<file path="config.mk">
export PLATFORM = sky130hd
export DESIGN_NAME = if_fetch_queue_flat
export DESIGN_NICKNAME = d
export VERILOG_FILES = /design/src/rtl/if_fetch_queue_if.sv /design/src/rtl/if_fetch_queue.sv /design/src/flat_wrapper.sv
export SDC_FILE = /design/constraint.sdc
export NUM_CORES = 1
export LEC_CHECK = 0
export ABC_AREA = 1
export ABC_CLOCK_PERIOD_IN_PS = 7600
export BUFFER_PORTS_ARGS = -buffer_cell sky130_fd_sc_hd__buf_2
export CORE_ASPECT_RATIO = 2
export CORE_MARGIN = 5
export CORE_UTILIZATION = 53
export DETAILED_ROUTE_END_ITERATION = 7
export PLACE_DENSITY = 0.82
export SYNTH_ARGS = -nofsm -noshare
export SYNTH_HDL_FRONTEND = slang
export SYNTH_SLANG_ARGS = --single-unit
</file>
<file path="constraint.sdc">
create_clock -name clk -period 7.6 [get_ports clk]
set_input_delay 0 -clock clk [delete_from_list [all_inputs] [get_ports clk]]
set_output_delay 0 -clock clk [all_outputs]
set_load 0.01 [all_outputs]
</file>
<file path="src/rtl/if_fetch_queue_if.sv">
// rtl/if_fetch_queue_if.sv - fetch queue bus: ROM fetch port, redirect request and decode handshake
interface if_fetch_queue_if;
  logic [31:0] inst_a;
  logic [31:0] inst;
  logic        redirect;
  logic [31:0] redirect_pc;
  logic        id_ready;
  logic        id_valid;
  logic [31:0] id_inst;
  logic [31:0] id_pc;
  logic [31:0] id_pc4;
  logic [31:0] perf_fetch;
  logic [31:0] perf_bubble;

  modport master (
    output inst_a, id_valid, id_inst, id_pc, id_pc4, perf_fetch, perf_bubble,
    input  inst, redirect, redirect_pc, id_ready
  );

  modport slave (
    input  inst_a, id_valid, id_inst, id_pc, id_pc4, perf_fetch, perf_bubble,
    output inst, redirect, redirect_pc, id_ready
  );
endinterface

</file>
<file path="src/rtl/if_fetch_queue.sv">
// rtl/if_fetch_queue.sv - instruction fetch PC plus QDEPTH-entry queue feeding decode
// Optional IF_PERF_CNT_EN adds saturating push and empty-cycle counters.
module if_fetch_queue #(
  parameter logic [31:0] RESET_PC = 32'h0000_0000,
  parameter int          QDEPTH   = 2
) (
  input  logic            clk,
  input  logic            rst,
  if_fetch_queue_if.master bus
);
  localparam int PW = $clog2(QDEPTH);
  localparam int CW = $clog2(QDEPTH + 1);
  localparam logic [CW-1:0] FULL = CW'(QDEPTH);

  logic [31:0]   r_pc;
  logic [PW-1:0] r_wptr;
  logic [PW-1:0] r_rptr;
  logic [CW-1:0] r_count;
  logic [31:0]   r_q_pc   [QDEPTH];
  logic [31:0]   r_q_inst [QDEPTH];

  logic w_valid;
  logic w_pop;
  logic w_push;

  assign w_valid = (r_count != '0);
  assign w_pop   = w_valid & bus.id_ready & ~bus.redirect;
  // A full queue still accepts a fetch when the head leaves in the same cycle.
  assign w_push  = ~bus.redirect & ((r_count < FULL) | w_pop);

  always_ff @(posedge clk or posedge rst) begin
    if (rst) begin
      r_pc    <= RESET_PC;
      r_wptr  <= '0;
      r_rptr  <= '0;
      r_count <= '0;
    end else if (bus.redirect) begin
      r_pc    <= bus.redirect_pc & ~32'h3;
      r_wptr  <= '0;
      r_rptr  <= '0;
      r_count <= '0;
    end else begin
      if (w_push) begin
        r_pc   <= r_pc + 32'd4;
        r_wptr <= r_wptr + PW'(1);
      end
      if (w_pop) begin
        r_rptr <= r_rptr + PW'(1);
      end
      case ({w_push, w_pop})
        2'b10:   r_count <= r_count + CW'(1);
        2'b01:   r_count <= r_count - CW'(1);
        default: r_count <= r_count;
      endcase
    end
  end

  // Entry storage needs no reset: count gates every read.
  always_ff @(posedge clk) begin
    if (w_push) begin
      r_q_pc[r_wptr]   <= r_pc;
      r_q_inst[r_wptr] <= bus.inst;
    end
  end

  assign bus.inst_a   = r_pc;
  assign bus.id_valid = w_valid;
  assign bus.id_inst  = r_q_inst[r_rptr];
  assign bus.id_pc    = r_q_pc[r_rptr];
  assign bus.id_pc4   = r_q_pc[r_rptr] + 32'd4;

`ifdef IF_PERF_CNT_EN
  logic [31:0] r_perf_fetch;
  logic [31:0] r_perf_bubble;

  always_ff @(posedge clk or posedge rst) begin
    if (rst) begin
      r_perf_fetch  <= '0;
      r_perf_bubble <= '0;
    end else begin
      if (w_push && (r_perf_fetch != 32'hFFFF_FFFF)) begin
        r_perf_fetch <= r_perf_fetch + 32'd1;
      end
      if (!w_valid && (r_perf_bubble != 32'hFFFF_FFFF)) begin
        r_perf_bubble <= r_perf_bubble + 32'd1;
      end
    end
  end

  assign bus.perf_fetch  = r_perf_fetch;
  assign bus.perf_bubble = r_perf_bubble;
`else
  assign bus.perf_fetch  = 32'h0;
  assign bus.perf_bubble = 32'h0;
`endif
endmodule

</file>
<file path="src/flat_wrapper.sv">
// flat-port wrapper written by rule: the top's interface ports become plain ports
module if_fetch_queue_flat 
#(
  parameter logic [31:0] RESET_PC = 32'h0000_0000,
  parameter int          QDEPTH   = 2
)
  (clk, rst, bus_inst_a, bus_id_valid, bus_id_inst, bus_id_pc, bus_id_pc4, bus_perf_fetch, bus_perf_bubble, bus_inst, bus_redirect, bus_redirect_pc, bus_id_ready);
  if_fetch_queue_if bus_i ();
  input  logic clk;
  input  logic rst;
  output wire logic [$bits(bus_i.inst_a)-1:0] bus_inst_a;
  output wire logic [$bits(bus_i.id_valid)-1:0] bus_id_valid;
  output wire logic [$bits(bus_i.id_inst)-1:0] bus_id_inst;
  output wire logic [$bits(bus_i.id_pc)-1:0] bus_id_pc;
  output wire logic [$bits(bus_i.id_pc4)-1:0] bus_id_pc4;
  output wire logic [$bits(bus_i.perf_fetch)-1:0] bus_perf_fetch;
  output wire logic [$bits(bus_i.perf_bubble)-1:0] bus_perf_bubble;
  input wire logic [$bits(bus_i.inst)-1:0] bus_inst;
  input wire logic [$bits(bus_i.redirect)-1:0] bus_redirect;
  input wire logic [$bits(bus_i.redirect_pc)-1:0] bus_redirect_pc;
  input wire logic [$bits(bus_i.id_ready)-1:0] bus_id_ready;
  assign bus_inst_a = bus_i.inst_a;
  assign bus_id_valid = bus_i.id_valid;
  assign bus_id_inst = bus_i.id_inst;
  assign bus_id_pc = bus_i.id_pc;
  assign bus_id_pc4 = bus_i.id_pc4;
  assign bus_perf_fetch = bus_i.perf_fetch;
  assign bus_perf_bubble = bus_i.perf_bubble;
  assign bus_i.inst = bus_inst;
  assign bus_i.redirect = bus_redirect;
  assign bus_i.redirect_pc = bus_redirect_pc;
  assign bus_i.id_ready = bus_id_ready;
  if_fetch_queue #(.RESET_PC(RESET_PC), .QDEPTH(QDEPTH)) u_core (.clk(clk), .rst(rst), .bus(bus_i));
endmodule
</file>
==> reports/qor.txt, run 1 <==
Count of antenna-violating nets left after detailed routing -> 0
Placement row count -> 66
Core Region -> 16270 sq um
Vias per cell -> 5.004
Antenna diodes -> 0
Antenna violations before repair -> 0
Routed length per placed instance -> 16.25 um
Level count of the clock H-tree -> 4
Kind of critical path -> reg -> out
Switching part of the total -> 0.3209
Total negative slack -> 0 ns
Insertion delay to the later sink of the worst-skew pair -> 0.44 ns
Sequential cell area fraction in the yosys report -> 0.5196
Global-route wire length before repair -> 38980 um
Area overhead of the layout relative to synthesis -> 23.54%
Share of total power in the clock network -> 0.344
Synth warn -> 0
Synthesized-area fraction occupied by adder cells -> 0.002843
Combinational group share of total power -> 0.214
Highest-count cells in the layout ignoring fill and taps -> nand2_1 (472), buf_2 (188), nor2_1 (125)
Category of the worst setup path capture point -> output port
Share of the cycle needed by the critical path after routing -> 0.4564
Syn Std Cell Area -> 8803 sq um
Final wirelength -> 25660 um
Worst hold slack -> 0.08644 ns
Y dimension of the die -> 192.3 um
Worst IR drop on VDD -> 0.1792 mV
Area taken by multi-input logic gates -> 3408 sq um
Horizontal die dimension -> 101.1 um
Vias after detailed routing -> 7902
Nets -> 1432
Final Max Tran Viols -> 0
DP Worst Slack -> 4.558 ns
Filler cell count -> 1353
Flip-flop cell with the highest count after synthesis -> edfxtp_1
Worst-case headroom to the max-slew limit -> 0.4391
Final global-route overflow total -> 0
Result of the run -> finished, final reports clean
Clock net sink count -> 158
RSZ-0062 raised after global routing -> false
Clock tree root driver cell -> clkbuf_16
Ratio of total power to cell area -> 226.3 nW/um^2
Flop and latch count out of synthesis -> 158
Type of the tightest min-delay check -> in -> reg
Biggest fanout along the worst timing path -> 82
Port Buffers -> 188
Die outline area -> 19440 sq um
DRC viols -> 0
Detail Placement HPWL -> 18550 um
Worst Reg-to-Reg Cells -> 5
Netlist cell types -> 35
Post-CTS sizing -> 0
Min cycle time layout -> 3.469 ns
Final setup viols -> 0
Weighted congestion at the end of routability-driven global placement -> 1.011
Worst path setup slack after routing -> 4.131 ns
Data required, critical path -> 7.60 ns
Compound-gate portion of the synthesized area -> 0.03184
CP endpoint -> bus_id_pc4[18]
Worst setup startpoint -> u_core.r_rptr
Global router's overall resource usage -> 0.2651
Dominant combinational cell family by area after synthesis -> simple AND/OR/NAND/NOR gates
Transition time of the tightest slew-check pin -> 0.8413 ns
Synthesized-area fraction occupied by xor and xnor cells -> 0.01393
Drt pass-1 iters -> 5
Fraction of synthesis flops using an asynchronous set or reset pin -> 0.2152
Starting utilization of the core area -> 0.5411
Share of cell area taken by muxes after synthesis -> 0
Mean Syn Cell Area -> 7.910 sq um
Count of final hold-check violations -> 0
DRC marker count from the first detailed-route iteration -> 376
Largest net degree at the start of global routing -> 83
Number of global-route vias before repair -> 7763
Endpoint of the most critical register-to-register path -> u_core.r_q_inst[0][30]
Filler-free cell count of the finished design -> 1579
Sort of element at the start of the critical path -> flop
Proportion of layout cells with a drive suffix above 1 -> 0.1840
Sequential Area -> 4576 sq um
Peak clock frequency supported by timing -> 288.3 MHz
P_leak -> 0.005305 uW
Num ports -> 261
CTS tree -> done
Clock tree buffer depth -> 2
Total of max-cap violations -> 0
Basic-gate share of the synthesized area counting and, or, nand and nor cells -> 0.3081
Reg-to-Reg Start -> u_core.r_count[1]
Internal Dissipation -> 1671 uW
Worst-path clk slew -> 0.06 ns
Most frequent standard cell in the layout excluding fill and tap cells -> nand2_1
Count of placed standard cells including taps -> 1483
EDFF count, synth -> 124
Arrival time at the worst endpoint -> 3.47 ns
Total net switching power -> 789.7 uW
Fraction of power consumed by sequential logic -> 0.442
Cell count after synthesis -> 1113
Setup Skew -> 0.007233 ns
R2r setup slk -> 4.97 ns
Clock buffer count from CTS -> 17
## flip-flops by register name (all words and copies together), names as in the netlist
signal,flops
u_core.bus.inst_a,30
u_core.r_count,2
u_core.r_q_inst,64
u_core.r_q_pc,60
u_core.r_rptr,1
u_core.r_wptr,1
## final cells by class
type | instances | area share
Tap cell | 204 | 0.02347
Clock inverter | 14 | 0.01415
Sequential cell | 158 | 0.4207
Inverter | 109 | 0.03762
Multi-Input combinational cell | 817 | 0.3134
Timing Repair Buffer | 259 | 0.1503
Clock buffer | 18 | 0.04038
## worst min path at each step
stage | start | to | slack, ns | depth (start not counted)
final | bus_redirect | u_core.r_count[1] | 0.09 | 2
after global routing | bus_redirect | u_core.bus.inst_a[3] | 0.12 | 3
after CTS | bus_redirect | u_core.r_count[1] | 0.07 | 2
after detailed placement | rst | u_core.r_count[1] | 0.14 | 3
after global placement | rst | u_core.r_count[0] | 0.13 | 3
after floorplan | bus_inst[0] | u_core.r_q_inst[0][0] | 0.1 | 0
## kinds of logic after synthesis
kind of cell             count (synthesis)
flip-flops                             158
other                                    1
AND/OR/NAND/NOR                        682
buffers and inverters                  207
XOR/XNOR                                14
AO/OA/AOI/OAI                           49
adder cells (fa/ha/maj)                  2
## layer usage
layer  share of wire  global-route usage  vias up
li1                -                   -     3856
met1            0.33              0.2695     3602
met2            0.54              0.4733      336
met3           0.061             0.04703      108
met4           0.073              0.1910        0
met5               0                   0        -
## per-stage QoR
step,area [sq um],utilization,total power [uW]
finish,10880,0.6685,2461
global route,10880,0.6685,2578
CTS,10880,0.6685,2472
detailed placement,9642,0.5927,1603
global placement,9642,0.5927,1588
floorplan,9062,-,1415
## critical path, stage by stage, from the launching register on
cell     delay [ns]
dfrtp_2        0.36
buf_4          0.65
o21ai_1        0.34
inv_1          0.22
ha_1           0.29
inv_1          0.11
nor2_1         0.40
nand2_1        0.19
nor2_1         0.16
xor2_1         0.16
buf_2          0.16
## synth_stat cells, drive strengths merged (2+ instances only)
cell / number / share of area
a21boi: 3 / 0.0026
a21oi: 6 / 0.0034
a22oi: 3 / 0.0026
a31oi: 3 / 0.0021
buf: 87 / 0.072
clkbuf: 11 / 0.0047
dfrtp: 34 / 0.097
edfxtp: 124 / 0.42
ha: 2 / 0.0028
inv: 109 / 0.046
nand2: 483 / 0.21
nand3: 48 / 0.027
nand3b: 4 / 0.0034
nand4: 6 / 0.0043
nor2: 134 / 0.060
nor3: 4 / 0.0023
o211ai: 2 / 0.0017
o21ai: 28 / 0.016
or2: 2 / 0.0014
xnor2: 3 / 0.0030
xor2: 11 / 0.011
## repair_timing
item,in CTS,in global routing
setup buffers,0,0
hold buffers,64,0
endpoints found under the hold margin,130,0
## power groups by stage
stage	sequential [uW]	clock (uW)	combinational (uW)
global route	1100	899	583
global placement	1100	0	490
floorplan	1090	0	321
detailed placement	1100	0	500
CTS	1090	858	528
finish	1090	846	527
Note: power is estimated with default switching activity, not from simulation.
==> run 2: changes to the inputs <==
--- a/config.mk
+++ b/config.mk
@@ -6,13 +6,13 @@
 export NUM_CORES = 1
 export LEC_CHECK = 0
 export ABC_AREA = 1
-export ABC_CLOCK_PERIOD_IN_PS = 7600
+export ABC_CLOCK_PERIOD_IN_PS = 3100
 export BUFFER_PORTS_ARGS = -buffer_cell sky130_fd_sc_hd__buf_2
 export CORE_ASPECT_RATIO = 2
 export CORE_MARGIN = 5
-export CORE_UTILIZATION = 53
+export CORE_UTILIZATION = 47
 export DETAILED_ROUTE_END_ITERATION = 7
-export PLACE_DENSITY = 0.82
+export PLACE_DENSITY = 0.77
 export SYNTH_ARGS = -nofsm -noshare
 export SYNTH_HDL_FRONTEND = slang
 export SYNTH_SLANG_ARGS = --single-unit
==> constraint.sdc (replaced) <==
create_clock -name clk -period 3.1 [get_ports clk]
set_input_delay 0 -clock clk [delete_from_list [all_inputs] [get_ports clk]]
set_output_delay 0 -clock clk [all_outputs]
set_load 0.01 [all_outputs]
==> reports/qor.txt, run 2 (synthesis results as in run 1) <==
Vias per cell -> 4.970 (was 5.004)
Combinational group share of total power -> 0.208 (was 0.214)
Number of hold-repair buffers added at the cts stage -> 64 (unchanged)
Worst path setup slack after routing -> 0.2413 ns (was 4.131 ns)
Global router's overall resource usage -> 0.2482 (was 0.2651)
Placement row count -> 70 (was 66)
Post-CTS sizing -> 0 (unchanged)
Count of final hold-check violations -> 0 (unchanged)
Final global-route overflow total -> 0 (unchanged)
Arrival time at the worst endpoint -> 2.86 ns (was 3.47 ns)
Result of the run -> finished, final reports clean (unchanged)
Worst-path clk slew -> 0.07 ns (was 0.06 ns)
Clock tree buffer depth -> 2 (unchanged)
Clock tree root driver cell -> clkbuf_16 (unchanged)
Starting utilization of the core area -> 0.4786 (was 0.5411)
Y dimension of the die -> 203.6 um (was 192.3 um)
Total negative slack -> 0 ns (unchanged)
Cell area after placement -> 9733 sq um (was 9642 sq um)
Num ports -> 261 (unchanged)
Post-route cell area -> 11040 sq um (was 10880 sq um)
Peak clock frequency supported by timing -> 349.8 MHz
Setup Skew -> 0.01058 ns (was 0.007233 ns)
Fraction of power consumed by sequential logic -> 0.421 (was 0.442)
Horizontal die dimension -> 106.8 um (was 101.1 um)
Cell chain of the critical path -> buf_4 > nand2_1 > nand2_1 > ha_1 > inv_1 > nor2_1 > nand2_1 > nor2_2 > nand2_1 > nand2_1 > nand2_1 > buf_2 (was buf_4 > o21ai_1 > inv_1 > ha_1 > inv_1 > nor2_1 > nand2_1 > nor2_1 > xor2_1 > buf_2)
CTS tree -> done (unchanged)
Vias after detailed routing -> 7937 (was 7902)
Port Buffers -> 188 (unchanged)
Insertion delay to the later sink of the worst-skew pair -> 0.43 ns (was 0.44 ns)
Worst IR drop on VDD -> 0.3756 mV (was 0.1792 mV)
Core Region -> 18390 sq um (was 16270 sq um)
RSZ-0062 raised after global routing -> false (unchanged)
Transition time of the tightest slew-check pin -> 0.8490 ns (was 0.8413 ns)
DRC marker count from the first detailed-route iteration -> 418 (was 376)
Worst-case headroom to the max-slew limit -> 0.4340 (was 0.4391)
Share of the cycle needed by the critical path after routing -> 0.9222
Nets -> 1438 (was 1432)
Clock net sink count -> 158 (unchanged)
Internal Dissipation -> 4469 uW (was 1671 uW)
Min cycle time layout -> 2.859 ns
Flip-flop count of the largest register after layout -> 64 (unchanged)
Highest-count cells in the layout ignoring fill and taps -> nand2_1 (472), buf_2 (188), nor2_1 (125) (unchanged)
Largest net degree at the start of global routing -> 63 (was 83)
Share of total power in the clock network -> 0.371 (was 0.344)
Final Max Tran Viols -> 0 (unchanged)
Filler-free cell count of the finished design -> 1597 (was 1579)
P_leak -> 0.005375 uW (was 0.005305 uW)
Die outline area -> 21730 sq um (was 19440 sq um)
Final wirelength -> 26880 um (was 25660 um)
Number of global-route vias before repair -> 7781 (was 7763)
Largest Register -> u_core.r_q_inst (unchanged)
Most frequent standard cell in the layout excluding fill and tap cells -> nand2_1 (unchanged)
Category of the worst setup path capture point -> output port (unchanged)
Final core utilization -> 0.6003 (was 0.6685)
Type of the tightest min-delay check -> in -> reg (unchanged)
Detail Placement HPWL -> 19950 um (was 18550 um)
Clock buffer count from CTS -> 17 (unchanged)
Combined buffer and inverter count along the critical path -> 3 (was 4)
Sort of element at the start of the critical path -> flop (unchanged)
Cell type with the highest occurrence count on the critical path -> nand2_1
Biggest fanout along the worst timing path -> 49 (was 82)
Total net switching power -> 1866 uW (was 789.7 uW)
Ratio of total power to cell area -> 573.7 nW/um^2 (was 226.3 nW/um^2)
Post-CTS Setup Bufs -> 0 (unchanged)
Weighted congestion at the end of routability-driven global placement -> 0.9949 (was 1.011)
Antenna violations before repair -> 0 (unchanged)
Count of placed standard cells including taps -> 1501 (was 1483)
Antenna diodes -> 0 (unchanged)
Delay of the slowest critical-path stage -> 0.45 ns (was 0.65 ns)
DP Worst Slack -> 0.7072 ns (was 4.558 ns)
Drt pass-1 iters -> 5 (unchanged)
Area overhead of the layout relative to synthesis -> 25.43% (was 23.54%)
Routed length per placed instance -> 16.83 um (was 16.25 um)
Level count of the clock H-tree -> 4 (unchanged)
Count of antenna-violating nets left after detailed routing -> 0 (unchanged)
Global-route wire length before repair -> 40700 um (was 38980 um)
Switching part of the total -> 0.2946 (was 0.3209)
Total of max-cap violations -> 0 (unchanged)
Final setup viols -> 0 (unchanged)
Slowest cell on the critical path -> buf_4 (unchanged)
Data required, critical path -> 3.10 ns (was 7.60 ns)
Proportion of layout cells with a drive suffix above 1 -> 0.1861 (was 0.1840)
Kind of critical path -> reg -> out (unchanged)
DRC viols -> 0 (unchanged)
Cell family with the largest share of critical-path delay -> simple AND/OR/NAND/NOR gates (was buffers and inverters)
run 2: cell type report:
type,count,area [sq um]
Clock buffer,19,432.9
Multi-Input combinational cell,817,3415
Timing Repair Buffer,265,1704
Clock inverter,13,235.2
Tap cell,216,270.3
Fill cell,1571,7351
Inverter,109,409.1
Sequential cell,158,4576
run 2: final timing paths:
kind,endpoint,start,slack (ns),cells past startpoint
worst max-delay path,bus_id_pc4[30],u_core.r_rptr,0.24,12
worst min-delay path,u_core.r_count[1],bus_redirect,0.1,3
worst max register to register,u_core.bus.inst_a[16],u_core.bus.inst_a[2],0.88,8
worst min register to register,u_core.r_count[1],u_core.r_count[0],0.57,2
max in group asynchronous,u_core.r_rptr,rst,2.48,4
min in group asynchronous,u_core.bus.inst_a[26],rst,0.23,4
run 2: power by group through the flow:
| stage | clock network, uW | logic, uW | registers [uW] |
|---|---|---|---|
| 5_1_grt | 2470 | 1460 | 2690 |
| 2_1_floorplan | 0 | 789 | 2680 |
| 6_report | 2350 | 1320 | 2660 |
| 3_3_place_gp | 0 | 1230 | 2690 |
| 3_5_place_dp | 0 | 1250 | 2700 |
| 4_1_cts | 2400 | 1320 | 2660 |
run 2: metal layers:
metal / up-vias / GRT usage / wire (um)
met1: 3655 / 0.2279 / 8482
met3: 89 / 0.04213 / 1486
met5: - / 0 / 0
met2: 315 / 0.4853 / 15280
li1: 3878 / - / -
met4: 0 / 0.1568 / 1636
run 2: per-stage QoR:
step	power, uW	hold slack (ns)
floorplan	3467	0.09887
global placement	3926	0.1324
detailed placement	3951	0.1353
CTS	6377	0.05976
global route	6618	0.09729
finish	6335	0.09792
run 2: worst register-to-register path: cells and delay by family, from the launching register on:
kind | cells | cell delay [ns]
compound gates | 1 | 0.20
fa+ha+maj | 1 | 0.28
flops | 1 | 0.51
simple gates | 6 | 1.13
==> run 3: changes to the inputs <==
--- a/config.mk
+++ b/config.mk
@@ -7,7 +7,7 @@
 export LEC_CHECK = 0
 export ABC_AREA = 1
 export ABC_CLOCK_PERIOD_IN_PS = 3100
-export BUFFER_PORTS_ARGS = -buffer_cell sky130_fd_sc_hd__buf_2
+export BUFFER_PORTS_ARGS = -buffer_cell sky130_fd_sc_hd__clkbuf_2
 export CORE_ASPECT_RATIO = 2
 export CORE_MARGIN = 5
 export CORE_UTILIZATION = 47
==> reports/qor.txt, run 3 (synthesis results as in run 1) <==
Switching part of the total -> 0.3204 (was 0.2946)
Result of the run -> finished, final reports clean (unchanged)
Level count of the clock H-tree -> 4 (unchanged)
Setup Skew -> 0.008331 ns (was 0.01058 ns)
Placement row count -> 70 (unchanged)
Worst-case hold path end point -> u_core.r_count[1] (unchanged)
Die outline area -> 21730 sq um (unchanged)
Starting utilization of the core area -> 0.4786 (unchanged)
Count of final hold-check violations -> 0 (unchanged)
Cell type with the highest occurrence count on the critical path -> nand2_1 (unchanged)
Final Max Tran Viols -> 0 (unchanged)
Cell chain of the critical path -> inv_2 > buf_12 > nand2_1 > nand2_2 > nand2_1 > nor2_1 > nand2_1 > nor2_2 > xor2_1 > clkbuf_2 (was buf_4 > nand2_1 > nand2_1 > ha_1 > inv_1 > nor2_1 > nand2_1 > nor2_2 > nand2_1 > nand2_1 > nand2_1 > buf_2)
Insertion delay to the later sink of the worst-skew pair -> 0.43 ns (about the same)
Final setup viols -> 0 (unchanged)
Data required, critical path -> 3.10 ns (about the same)
Largest net degree at the start of global routing -> 63 (unchanged)
Type of the tightest min-delay check -> in -> reg (unchanged)
Worst setup startpoint -> u_core.r_rptr (unchanged)
Worst-case headroom to the max-slew limit -> 0.4406 (was 0.4340)
Post-CTS sizing -> 0 (unchanged)
Port Buffers -> 188 (unchanged)
Final wirelength -> 26560 um (was 26880 um)
Min cycle time layout -> 2.645 ns (was 2.859 ns)
Core Region -> 18390 sq um (unchanged)
Vias per cell -> 4.932 (was 4.970)
P_leak -> 0.005348 uW (was 0.005375 uW)
Total of max-cap violations -> 0 (unchanged)
Count of antenna-violating nets left after detailed routing -> 0 (unchanged)
Share of the cycle needed by the critical path after routing -> 0.8532 (was 0.9222)
Total negative slack -> 0 ns (unchanged)
Instance count along the most critical hold path -> 3 (unchanged)
R2r setup slk -> 0.63 ns (was 0.88 ns)
Final global-route overflow total -> 0 (unchanged)
Proportion of layout cells with a drive suffix above 1 -> 0.1862 (was 0.1861)
Nets -> 1437 (was 1438)
Weighted congestion at the end of routability-driven global placement -> 0.9980 (was 0.9949)
Clock tree buffer depth -> 2 (unchanged)
Transition time of the tightest slew-check pin -> 0.8391 ns (was 0.8490 ns)
Combinational group share of total power -> 0.219 (was 0.208)
Antenna diodes -> 0 (unchanged)
RSZ-0062 raised after global routing -> false (unchanged)
Filler cell count -> 1593 (was 1571)
Num ports -> 261 (unchanged)
Biggest fanout along the worst timing path -> 30 (was 49)
Slowest cell on the critical path -> dfrtp_2 (was buf_4)
Most frequent standard cell in the layout excluding fill and tap cells -> nand2_1 (unchanged)
Sort of element at the start of the critical path -> flop (unchanged)
Clock tree root driver cell -> clkbuf_16 (unchanged)
Worst IR drop on VDD -> 0.3692 mV (was 0.3756 mV)
Global-route wire length before repair -> 39600 um (was 40700 um)
Area overhead of the layout relative to synthesis -> 24.00% (was 25.43%)
Internal Dissipation -> 4063 uW (was 4469 uW)
CTS tree -> done (unchanged)
Arrival time at the worst endpoint -> 2.64 ns (was 2.86 ns)
Largest Register -> u_core.r_q_inst (unchanged)
Total net switching power -> 1916 uW (was 1866 uW)
Final core utilization -> 0.5935 (was 0.6003)
DRC marker count from the first detailed-route iteration -> 503 (was 418)
Category of the worst setup path capture point -> output port (unchanged)
Share of total power in the clock network -> 0.335 (was 0.371)
Antenna violations before repair -> 0 (unchanged)
DRC viols -> 0 (unchanged)
Worst-path clk slew -> 0.07 ns (about the same)
Fraction of power consumed by sequential logic -> 0.446 (was 0.421)
Number of global-route vias before repair -> 7631 (was 7781)
Global router's overall resource usage -> 0.2419 (was 0.2482)
Routed length per placed instance -> 16.64 um (was 16.83 um)
Peak clock frequency supported by timing -> 378.1 MHz (was 349.8 MHz)
Detail Placement HPWL -> 19830 um (was 19950 um)
Clock net sink count -> 158 (unchanged)
Endpoint of the most critical register-to-register path -> u_core.r_q_inst[0][28] (was u_core.bus.inst_a[16])
Ratio of total power to cell area -> 547.7 nW/um^2 (was 573.7 nW/um^2)
Horizontal die dimension -> 106.8 um (unchanged)
Area taken by multi-input logic gates -> 3415 sq um (unchanged)
Highest-count cells in the layout ignoring fill and taps -> nand2_1 (472), clkbuf_2 (188), nor2_1 (125) (was nand2_1 (472), buf_2 (188), nor2_1 (125))
Y dimension of the die -> 203.6 um (unchanged)
Drt pass-1 iters -> 6 (was 5)
Sequential Area -> 4576 sq um (unchanged)
Clock buffer count from CTS -> 17 (unchanged)
Delay of the slowest critical-path stage -> 0.45 ns (about the same)
Reg-to-Reg Start -> u_core.r_count[1] (was u_core.bus.inst_a[2])
Flip-flop count of the largest register after layout -> 64 (unchanged)
Vias after detailed routing -> 7871 (was 7937)
Worst hold start -> bus_redirect (unchanged)
Kind of critical path -> reg -> out (unchanged)
Worst Reg-to-Reg Cells -> 5 (was 8)
[run 3: changes by cell type in the layout (fill, tap and decap cells not counted)]
cell        delta
inv_8          +1
clkinv_2       +1
buf_12         -1
clkinv_4       -1
clkbuf_2     +188
clkinvlp_4     +2
clkbuf_1       -1
inv_6          +3
buf_2        -188
bufinv_16      -5
[run 3: worst max-delay path by stage]
| stage | endpoint | depth (start not counted) | slack [ns] |
|---|---|---|---|
| 2_1_floorplan | u_core.r_q_inst[0][0] | 4 | 0.44 |
| 3_3_place_gp | u_core.r_q_inst[0][18] | 5 | 0.66 |
| 6_report | bus_id_pc4[15] | 10 | 0.46 |
| 5_1_grt | bus_id_pc4[18] | 10 | 0.22 |
| 3_5_place_dp | u_core.r_q_inst[0][2] | 5 | 0.67 |
| 4_1_cts | bus_id_pc4[18] | 10 | 0.41 |
[run 3: per-layer routing]
metal | global-route usage | vias up | wire length (um) | share of wire
met2 | 0.4594 | 345 | 14650 | 0.55
met1 | 0.2216 | 3560 | 8461 | 0.32
li1 | - | 3872 | - | -
met5 | 0 | - | 0 | 0
met3 | 0.04118 | 94 | 1483 | 0.056
met4 | 0.1815 | 0 | 1971 | 0.074
[run 3: what timing repair did]
item | CTS | global route
setup buffers | 0 | 0
hold buffers | 64 | 0
endpoints found under the hold margin | 130 | 0
[run 3: stage by stage]
| stage | cell area (sq um) | hold slack (ns) | worst slack [ns] | cells | total power, uW |
|---|---|---|---|---|---|
| after floorplan | 9074 | 0.09887 | 0.4355 | 1182 | 3467 |
| after global placement | 9713 | 0.1115 | 0.6581 | 1500 | 3927 |
| after detailed placement | 9713 | 0.1248 | 0.6717 | 1500 | 3953 |
| after CTS | 10920 | 0.04810 | 0.4067 | 1596 | 6014 |
| after global routing | 10920 | 0.08711 | 0.2177 | 1596 | 6255 |
| final | 10920 | 0.07425 | 0.4552 | 1596 | 5979 |
[run 3: worst max-delay path, delay by kind of cell, from the launching register on]
family / cells / cell delay [ns]
XOR/XNOR: 1 / 0.19
buffers and inverters: 3 / 0.62
AND/OR/NAND/NOR: 6 / 0.94
flip-flops: 1 / 0.45
[run 3: power by group through the flow]
| stage | Combinational (uW) | Sequential (uW) | Clock, uW |
|---|---|---|---|
| detailed placement | 1250 | 2710 | 0 |
| CTS | 1320 | 2660 | 2040 |
| floorplan | 789 | 2680 | 0 |
| global placement | 1230 | 2700 | 0 |
| finish | 1310 | 2670 | 2000 |
| global route | 1450 | 2690 | 2120 |
[run 3: layout make-up]
| type | instances | share of cell area |
|---|---|---|
| tap | 216 | 0.02476 |
| clock inverter | 14 | 0.01226 |
| sequential | 158 | 0.4191 |
| clock buffer | 18 | 0.03931 |
| inverter | 109 | 0.03748 |
| timing repair buffer | 264 | 0.1543 |
| multi-input combinational | 817 | 0.3128 |
